===== src/rtl/mips_pkg.sv =====
// Shared MIPS decode types used by the fetch unit and the multicycle control FSM.
package mips_pkg;

    typedef enum logic [5:0] {
        OP_RTYPE = 6'h00,
        OP_BEQ   = 6'h04,
        OP_BNE   = 6'h05,
        OP_LUI   = 6'h0f,
        OP_LW    = 6'h23,
        OP_SW    = 6'h2b
    } opcode_t;

    typedef enum logic [5:0] {
        FN_NOP   = 6'h00,
        FN_BREAK = 6'h0d,
        FN_ADD   = 6'h20,
        FN_SUB   = 6'h22,
        FN_AND   = 6'h24,
        FN_XOR   = 6'h26
    } funct_t;

    typedef enum logic [1:0] {
        ALU_RES = 2'd0,
        ALU_OUT = 2'd1,
        JUMP    = 2'd2,
        HOLD    = 2'd3
    } pc_source_t;

    typedef enum logic [1:0] {
        IDLE = 2'd0,
        WAIT = 2'd1,
        LOAD = 2'd2
    } fetch_state_t;

    localparam int unsigned LAT_CNT_W = 3;

    function automatic logic [31:0] jump_target(input logic [31:0] pc,
                                                input logic [25:0] index);
        return {pc[31:28], index, 2'b00};
    endfunction

endpackage


===== src/rtl/pc_unit.sv =====
// Program counter register with next-PC select and write qualification.
module pc_unit
    import mips_pkg::*;
#(
    parameter logic [31:0] RESET_PC = 32'h0000_0000
) (
    input  logic        Clk,
    input  logic        Reset_n,
    input  logic        PCWrite,
    input  logic        PCWriteCond,
    input  logic        Zero,
    input  pc_source_t  PCSource,
    input  logic [31:0] ALUResult,
    input  logic [31:0] ALUOut,
    input  logic [25:0] JumpIndex,
    output logic [31:0] PC
);

    logic        pc_load;
    logic [31:0] next_pc;

    always_comb begin
        next_pc = PC;
        case (PCSource)
            ALU_RES: next_pc = ALUResult;
            ALU_OUT: next_pc = ALUOut;
            JUMP:    next_pc = jump_target(PC, JumpIndex);
            default: next_pc = PC;
        endcase
    end

    // HOLD wins over any write enable so the control FSM can park the PC.
    assign pc_load = (PCWrite | (PCWriteCond & Zero)) & (PCSource != HOLD);

    always_ff @(posedge Clk or negedge Reset_n) begin
        if (!Reset_n) begin
            PC <= RESET_PC;
        end else if (pc_load) begin
            PC <= next_pc;
        end
    end

endmodule


===== src/rtl/instr_fetch_unit.sv =====
// Instruction fetch: owns PC and IR, runs a fixed-latency fetch handshake.
// Optional misaligned-fetch trap enabled by FETCH_MISALIGN_TRAP_EN.
//
// state | meaning
// IDLE  | no fetch in flight, FetchReq accepted here only
// WAIT  | read issued, counting memory latency
// LOAD  | IR just loaded, InstrValid pulse
module instr_fetch_unit
    import mips_pkg::*;
#(
    parameter int unsigned MEM_LATENCY = 2,
    parameter logic [31:0] RESET_PC    = 32'h0000_0000
) (
    input  logic        Clk,
    input  logic        Reset_n,
    input  logic        FetchReq,
    input  logic        PCWrite,
    input  logic        PCWriteCond,
    input  logic        Zero,
    input  logic [1:0]  PCSource,
    input  logic [31:0] ALUResult,
    input  logic [31:0] ALUOut,
    input  logic [31:0] MemData,
    output logic [31:0] MemAddr,
    output logic        MemRead,
    output logic [31:0] Instr,
    output logic [5:0]  Op,
    output logic [5:0]  Funct,
    output logic [4:0]  Rs,
    output logic [4:0]  Rt,
    output logic [4:0]  Rd,
    output logic [15:0] Imm16,
    output logic [31:0] PC,
    output logic        InstrValid,
    output logic        Busy
`ifdef FETCH_MISALIGN_TRAP_EN
    ,
    output logic        AddrErr
`endif
);

    localparam logic [LAT_CNT_W-1:0] LAT = LAT_CNT_W'(MEM_LATENCY);

    fetch_state_t         state, state_nxt;
    logic [LAT_CNT_W-1:0] lat_cnt, lat_cnt_nxt;
    logic                 addr_load, ir_load, ir_clear, trap;
    logic                 misaligned;
    logic [31:0]          fetch_addr;

    pc_unit #(
        .RESET_PC (RESET_PC)
    ) u_pc_unit (
        .Clk         (Clk),
        .Reset_n     (Reset_n),
        .PCWrite     (PCWrite),
        .PCWriteCond (PCWriteCond),
        .Zero        (Zero),
        .PCSource    (pc_source_t'(PCSource)),
        .ALUResult   (ALUResult),
        .ALUOut      (ALUOut),
        .JumpIndex   (Instr[25:0]),
        .PC          (PC)
    );

`ifdef FETCH_MISALIGN_TRAP_EN
    assign misaligned = (PC[1:0] != 2'b00);
    assign fetch_addr = PC;
`else
    assign misaligned = 1'b0;
    assign fetch_addr = {PC[31:2], 2'b00};
`endif

    always_ff @(posedge Clk or negedge Reset_n) begin
        if (!Reset_n) begin
            state <= IDLE;
        end else begin
            state <= state_nxt;
        end
    end

    always_comb begin
        state_nxt   = state;
        lat_cnt_nxt = lat_cnt;
        addr_load   = 1'b0;
        ir_load     = 1'b0;
        ir_clear    = 1'b0;
        trap        = 1'b0;
        case (state)
            IDLE: begin
                if (FetchReq) begin
                    if (misaligned) begin
                        state_nxt = LOAD;
                        ir_clear  = 1'b1;
                        trap      = 1'b1;
                    end else begin
                        state_nxt   = WAIT;
                        addr_load   = 1'b1;
                        lat_cnt_nxt = LAT_CNT_W'(1);
                    end
                end
            end
            WAIT: begin
                if (lat_cnt == LAT) begin
                    state_nxt   = LOAD;
                    ir_load     = 1'b1;
                    lat_cnt_nxt = '0;
                end else begin
                    lat_cnt_nxt = lat_cnt + LAT_CNT_W'(1);
                end
            end
            LOAD:    state_nxt = IDLE;
            default: state_nxt = IDLE;
        endcase
    end

    assign MemRead    = (state == WAIT);
    assign Busy       = (state == WAIT);
    assign InstrValid = (state == LOAD);

    // MemAddr is only loaded on acceptance, so PC writes during WAIT never disturb the read.
    always_ff @(posedge Clk or negedge Reset_n) begin
        if (!Reset_n) begin
            lat_cnt <= '0;
            MemAddr <= '0;
            Instr   <= '0;
        end else begin
            lat_cnt <= lat_cnt_nxt;
            if (addr_load) begin
                MemAddr <= fetch_addr;
            end
            if (ir_load) begin
                Instr <= MemData;
            end else if (ir_clear) begin
                Instr <= '0;
            end
        end
    end

`ifdef FETCH_MISALIGN_TRAP_EN
    always_ff @(posedge Clk or negedge Reset_n) begin
        if (!Reset_n) begin
            AddrErr <= 1'b0;
        end else begin
            AddrErr <= trap;
        end
    end
`endif

    assign Op    = Instr[31:26];
    assign Rs    = Instr[25:21];
    assign Rt    = Instr[20:16];
    assign Rd    = Instr[15:11];
    assign Imm16 = Instr[15:0];
    assign Funct = Instr[5:0];

endmodule


===== config.mk =====
export PLATFORM = sky130hd
export DESIGN_NAME = instr_fetch_unit
export DESIGN_NICKNAME = d
export VERILOG_FILES = /design/src/rtl/mips_pkg.sv /design/src/rtl/pc_unit.sv /design/src/rtl/instr_fetch_unit.sv
export SDC_FILE = /design/constraint.sdc
export NUM_CORES = 1
export LEC_CHECK = 0
export CORE_AREA = 2 2 115 117
export DETAILED_ROUTE_END_ITERATION = 6
export DIE_AREA = 0 0 117 119
export PLACE_DENSITY = 0.76
export REMOVE_ABC_BUFFERS = 1
export SETUP_SLACK_MARGIN = 0.3
export SLEW_MARGIN = 0
export SYNTH_ARGS = -nofsm -noshare
export SYNTH_HDL_FRONTEND = slang
export SYNTH_SLANG_ARGS = --single-unit

===== constraint.sdc =====
create_clock -name Clk -period 1.81 [get_ports Clk]
set_input_delay 0.4525 -clock Clk [delete_from_list [all_inputs] [get_ports Clk]]
set_output_delay 0.4525 -clock Clk [all_outputs]
set_load 0.01 [all_outputs]

==> results.md, run 1 <==
* Vias/cell at roughly 5
* Worst r2r path cells at 6
* Startpoint type of the worst setup path: flip-flop
* Largest net degree at the start of global routing at 54
* Final setup skew at 0.01015 ns
* Final min period at 1.594 ns
* Post-cts hold buffer count at 0
* Die height at 119 um
* Via count at between 3,000 and 4,000
* Die footprint at 13,920 um^2
* Design Power at approximately 12 mW
* DRT Pass-1 Iters at 4
* Max Freq at 627.3 MHz
* Worst path arrival time at about 1.8 ns
* Post-layout util at 0.6131
* CTS tree: yes
* WL final at 14,450 um
* Top_reg_cell synth: dfrtp_1
* Slew Limit Fails at 0
* Initial DRC Count at between 100 and 150
* First-pass GRT wire length at 21,470 um
* Hold Path Class: in -> async
* Root Driver: clkbuf_16
* P per Cell Area at around 1500 nW/um^2
* Gr ovfl total at 0
* Post-route cell area at about 7900 um^2
* Synth area leader: dfrtp_1
* Die Width at 117 um
* Req. time, crit path at 2.03 ns
* Synthesized instance count at 380
* Synth unique cells at 30
* Vias in the first global route at 4,120
* Clock buffer depth at 2
* Total track usage at 0.2000
* Maxcap violations at 0
* Post-synthesis sequential area ratio at 0.5245
* Final ANT Viol Nets at 0
* Final Net Count at 738
* Routability cong. at 0.7875
* Initial Util at 0.3669
* Row count at 42
* # setup viols final at 0
* CTS Buf Count at 9
* Area growth, synth to finish at 67.13%
* Final cycle utilization of the critical path at 0.8807
* Share of cells above drive strength 1 at 0.3375
* Unrepaired setup endpoints after global routing: true
* Largest fanout on the critical path at 6
* Placed Area at 7119 um^2
* Wirelength per Cell at 17.84 um
* Synthesis Warnings at 0
* Most common cell in the netlist: dfrtp_1
* Diode count at 0
* PortBufs at 243
* Htree depth at 3
* Register clock-pin slew on the reported worst setup and hold paths at roughly 0.070 ns
* Mean Syn Cell Area at 12.43 um^2
* Synth top area share at 0.5245
* Post-route DRC at 0
* Status: finished clean
* Setup tns final at 0 ns
* Number of synthesized flops with an enable pin at 0
* Cell Count Post-Placement at 750
* P_leak at 3.563 nW
* Most frequent cells after synthesis: dfrtp_1, mux2_2, buf_4
* Num Clock Sinks at between 90 and 100
* Crit end category: flip-flop
* Num ports at roughly 250
* Initial antenna violation count at 0
* Finished Layout Cells at 810
* Synthesized flop and latch total at slightly below 100
* Top post-synthesis cells by area: dfrtp_1, mux2_2, buf_4, a22oi_1, a21oi_1
* HPWL after DPL at slightly below 10,000 um
* Synth Cell Area at 4723 um^2
* Worst-skew pair later-pin latency at 0.34 ns
* WS Path Type: reg -> reg
* FFs w/ async S/R, synth at 1.000
* Placeable Area at 12,870 um^2
* Final hold violation count at 0
* Peak VDD IR at between 0.7 and 0.8 mV
* Fill cell count at about 1,100
-- metrics by stage --
step                      setup slack, ns  hold WS, ns
after detailed placement          -0.4523       0.3837
after global placement            -0.3941       0.3766
final                              0.2159      0.01159
after global routing               0.1843      0.02465
after floorplan                    -1.474       0.1569
after CTS                          0.1620      0.01271
-- repair_timing --
item / 4_1_cts / 5_1_grt
buffers inserted: 25 / 15
pin swaps: 3 / 4
gates cloned: 2 / 3
endpoints found under the setup margin: 232 / 158
gates resized for setup: 231 / 117
-- flip-flops by register name, summed over array words and instances (netlist names) --
signal / cells
Instr: 32
u_pc_unit.PC: 32
lat_cnt: 3
MemAddr: 30
state: 2
-- worst max-delay path, stage by stage (launching register included) --
cell and delay [ns]:
dfrtp_2 0.45, buf_6 0.14, nor3b_4 0.22, buf_4 0.16
buf_6 0.09, buf_8 0.13, mux2_4 0.30
-- worst paths after layout --
path                                         from                 endpoint  slack (ns)
setup / recovery             state[0]$_DFFE_PN0P_  MemAddr[13]$_DFFE_PN0P_        0.22
hold / removal                            Reset_n  MemAddr[31]$_DFFE_PN0P_        0.01
setup reg to reg             state[0]$_DFFE_PN0P_  MemAddr[13]$_DFFE_PN0P_        0.22
hold reg to reg            MemAddr[4]$_DFFE_PN0P_   MemAddr[4]$_DFFE_PN0P_        0.50
max in group asynchronous                 Reset_n    Instr[14]$_DFFE_PN0P_        1.13
min in group Clk           MemAddr[4]$_DFFE_PN0P_   MemAddr[4]$_DFFE_PN0P_        0.50
-- metal layers --
metal | part of all wire | routed length (um) | global-route usage
met1 | 0.39 | 5583 | 0.2282
met5 | 0 | 0 | 0
met2 | 0.52 | 7573 | 0.3598
met4 | 0.028 | 401 | 0.07794
met3 | 0.062 | 889 | 0.04173
-- placed cells by master (no fill, tap or decap), types with 2 or more instances in the layout --
cell type	n
o21bai_1	2
clkbuf_8	3
ha_4	2
ha_2	2
buf_4	44
clkinv_2	2
nor2_1	28
clkbuf_2	13
buf_6	10
dfrtp_2	4
a21oi_1	26
clkbuf_16	11
dfrtp_1	95
mux2_4	40
mux2_2	52
clkdlybuf4s50_1	96
inv_2	2
buf_12	7
a22oi_1	27
o21ai_0	5
a22o_1	5
conb_1	2
buf_8	3
clkdlybuf4s15_1	64
buf_2	7
dlygate4sd2_1	59
nand2_1	2
inv_1	2
-- area by class of cell --
type                    count  area (um^2)  area share
repair buffers            307         2935      0.3719
flip-flops and latches     99         2482      0.3145
multi-input cells         208         1954      0.2476
clock buffers              13        270.3     0.03424
well taps                 176        220.2     0.02790
inverters                   5        21.27    0.002695
clock inverters             2        10.01    0.001268
-- report_power, final --
group / leakage, nW / internal, mW / switching [mW]
clock network: 0.141 / 1.03 / 0.783
logic: 2.25 / 3.62 / 2.42
registers: 1.18 / 3.16 / 0.706
-- cell families (layout without fill, tap and decap cells) --
kind of cell	Yosys count	count (layout)	share of synthesized area
flops	99	99	0.5245
compound gates	70	70	0.09589
simple gates	40	40	0.04000
other cells	1	2	0.0007939
fa+ha+maj	4	4	0.01060
mux	92	92	0.2217
buf+inv	74	327	0.1065
(Power assumes the default switching activity.)
==> run 2, diff against run 1 <==
Settings changed: CORE_AREA 2 2 115 117 to 2 2 112 114, DIE_AREA 0 0 117 119 to 0 0 114 116, PLACE_DENSITY 0.76 to 0.8, SETUP_SLACK_MARGIN 0.3 to unset.
==> results.md, run 2 (synthesis results as in run 1) <==
* Post-route DRC at 0 (unchanged)
* PortBufs at 243 (unchanged)
* Most frequent cells in the layout: clkdlybuf4s50_1, dfrtp_1, mux2_2 (was clkdlybuf4s50_1, dfrtp_1, clkdlybuf4s15_1)
* Die footprint at 13,220 um^2 (was 13,920 um^2)
* Root Driver: clkbuf_16 (unchanged)
* Final setup skew at 0.005429 ns (was 0.01015 ns)
* Top flop regs: Instr x32, u_pc_unit.PC x32, MemAddr x30 (unchanged)
* Num Clock Sinks at 99 (unchanged)
* Status: finished clean (unchanged)
* Initial DRC Count at 105 (was 139)
* P_leak at 3.083 nW (was 3.563 nW)
* WL final at 13,120 um (was 14,450 um)
* Sum of buffers and inverters on the critical path at 1 (was 4)
* CP top delay family: buffers and inverters (unchanged)
* # setup viols final at 0 (unchanged)
* Num ports at 246 (unchanged)
* Max Freq at 566.1 MHz (was 627.3 MHz)
* Peak VDD IR at 0.7034 mV (was 0.7652 mV)
* Die height at 116 um (was 119 um)
* Vias in the first global route at 4,009 (was 4,120)
* Clock buffer depth at 2 (unchanged)
* Worst path arrival time at 1.31 ns (was 1.81 ns)
* Die Width at 114 um (was 117 um)
* Design Power at 11.50 mW (was 11.72 mW)
* DRT Pass-1 Iters at 4 (unchanged)
* Largest net degree at the start of global routing at 53 (was 54)
* CP max stage delay at 0.57 ns (was 0.45 ns)
* Wirelength per Cell at 17.69 um (was 17.84 um)
* Footprint of the multi-input gates at 1760 um^2 (was 1954 um^2)
* Flop pwr share at 0.343 (was 0.330)
* Initial Util at 0.3965 (was 0.3669)
* Final min period at 1.766 ns (was 1.594 ns)
* Reg area at 2485 um^2 (was 2482 um^2)
* Register clock-pin slew on the reported worst setup and hold paths at 0.06 ns (was 0.07 ns)
* Routability cong. at 0.8127 (was 0.7875)
* Startpoint type of the worst setup path: flip-flop (unchanged)
* Sw Ratio at 0.3154 (was 0.3336)
* Fill cell count at 968 (was 1,067)
* CTS tree: yes (unchanged)
* Hold Path Class: reg -> reg (was in -> async)
* Req. time, crit path at 1.36 ns (was 2.03 ns)
* Final ANT Viol Nets at 0 (unchanged)
* Met1 usage at 0.2218 (was 0.2282)
* Met3 Use GR at 0.04393 (was 0.04173)
* Vias/cell at 5.000 (was 4.865)
* Worst Hold Slack at 0.5072 ns (was 0.01159 ns)
* Diode count at 0 (unchanged)
* Switching power total at 3.626 mW (was 3.909 mW)
* Worst-skew pair later-pin latency at 0.33 ns (was 0.34 ns)
* Gr busiest metal: met2 (unchanged)
* Setup tns final at 0 ns (unchanged)
* Maxcap violations at 0 (unchanged)
* Total track usage at 0.1991 (was 0.2000)
* WS Path Type: reg -> out (was reg -> reg)
* Row count at 40 (was 42)
* Most common cell after layout, fill and taps aside: clkdlybuf4s50_1 (unchanged)
* Crit end category: primary output (was flip-flop)
* CTS Buf Count at 9 (unchanged)
* Cell Int Power at 7.872 mW (was 7.809 mW)
* First-pass GRT wire length at 20,540 um (was 21,470 um)
* Grt met2 use at 0.3710 (was 0.3598)
* Via count at 3,710 (was 3,941)
* Initial antenna violation count at 0 (unchanged)
* Slew Limit Fails at 0 (unchanged)
* HPWL after DPL at 10,030 um (was 9948 um)
* Share of cells above drive strength 1 at 0.2454 (was 0.3375)
* Largest fanout on the critical path at 5 (was 6)
* Final Net Count at 698 (was 738)
* Post-layout util at 0.6231 (was 0.6131)
* Critical-path top delay cell: clkdlybuf4s50_1 (was dfrtp_2)
* Gr ovfl total at 0 (unchanged)
* Clock share of power at 0.161 (was 0.155)
* Area growth, synth to finish at 57.14% (was 67.13%)
* Placeable Area at 11,910 um^2 (was 12,870 um^2)
* Logic pwr share at 0.496 (was 0.515)
* P per Cell Area at 1549 nW/um^2 (was 1484 nW/um^2)
* Final hold violation count at 0 (unchanged)
* Final cycle utilization of the critical path at 0.9760 (was 0.8807)
* Htree depth at 3 (unchanged)
* Crit path cell chain: clkdlybuf4s50_1 (was buf_6 > nor3b_4 > buf_4 > buf_6 > buf_8 > mux2_4)
run 2: cell count changes in the layout (fill, tap and decap cells not counted), sizes merged, moves of 3 or more:
cell,change
clkdlybuf4s15,-65
clkdlybuf4s50,+138
dlygate4sd2,-56
clkbuf,-11
buf,-48
dlymetal6s2s,+3
run 2: worst paths after layout:
kind	start	to	slack, ns	depth (start not counted)
min in group asynchronous	Reset_n	MemAddr[29]$_DFFE_PN0P_	0.53	2
worst max-delay path	Instr[2]$_DFFE_PN0P_	Imm16[2]	0.04	1
worst min register to register	MemAddr[28]$_DFFE_PN0P_	MemAddr[28]$_DFFE_PN0P_	0.51	1
worst max register to register	state[1]$_DFFE_PN0P_	Instr[26]$_DFFE_PN0P_	0.20	5
worst min-delay path	MemAddr[28]$_DFFE_PN0P_	MemAddr[28]$_DFFE_PN0P_	0.51	1
max in group asynchronous	Reset_n	Instr[1]$_DFFE_PN0P_	0.71	3
run 2: final cells by class:
class	instances	area share
clock inverter	1	0.0006743
inverter	5	0.002529
multi-input combinational	208	0.2372
sequential	99	0.3348
timing repair buffer	267	0.3613
tap	147	0.02478
clock buffer	15	0.03877
run 2: stage by stage:
step | std cells | cell area, um^2 | setup slack [ns]
2_1_floorplan | 312 | 4243 | -1.474
3_3_place_gp | 720 | 7076 | -0.3574
3_5_place_dp | 720 | 7076 | -0.4298
4_1_cts | 737 | 7382 | 0.004539
5_1_grt | 742 | 7422 | -0.01936
6_report | 742 | 7422 | 0.04353
run 2: metal layers:
layer	wire length (um)	vias up
li1	-	1716
met1	4867	1817
met2	7057	156
met3	888	21
met4	309	0
met5	0	-
run 2: timing repair:
item | CTS | global route
pin swaps | 2 | 0
setup endpoints to repair | 38 | 22
hold endpoints to repair | 14 | 0
resized for setup | 13 | 9
setup buffers | 0 | 5
hold buffers | 1 | 0
run 2: power by group through the flow:
| stage | clock [mW] | combinational [mW] | sequential [mW] |
|---|---|---|---|
| 2_1_floorplan | 0 | 1.47 | 4.52 |
| 4_1_cts | 1.92 | 5.71 | 3.96 |
| 5_1_grt | 2.03 | 6.05 | 4.10 |
| 6_report | 1.85 | 5.70 | 3.95 |
| 3_3_place_gp | 0 | 5.57 | 3.91 |
| 3_5_place_dp | 0 | 5.70 | 3.98 |
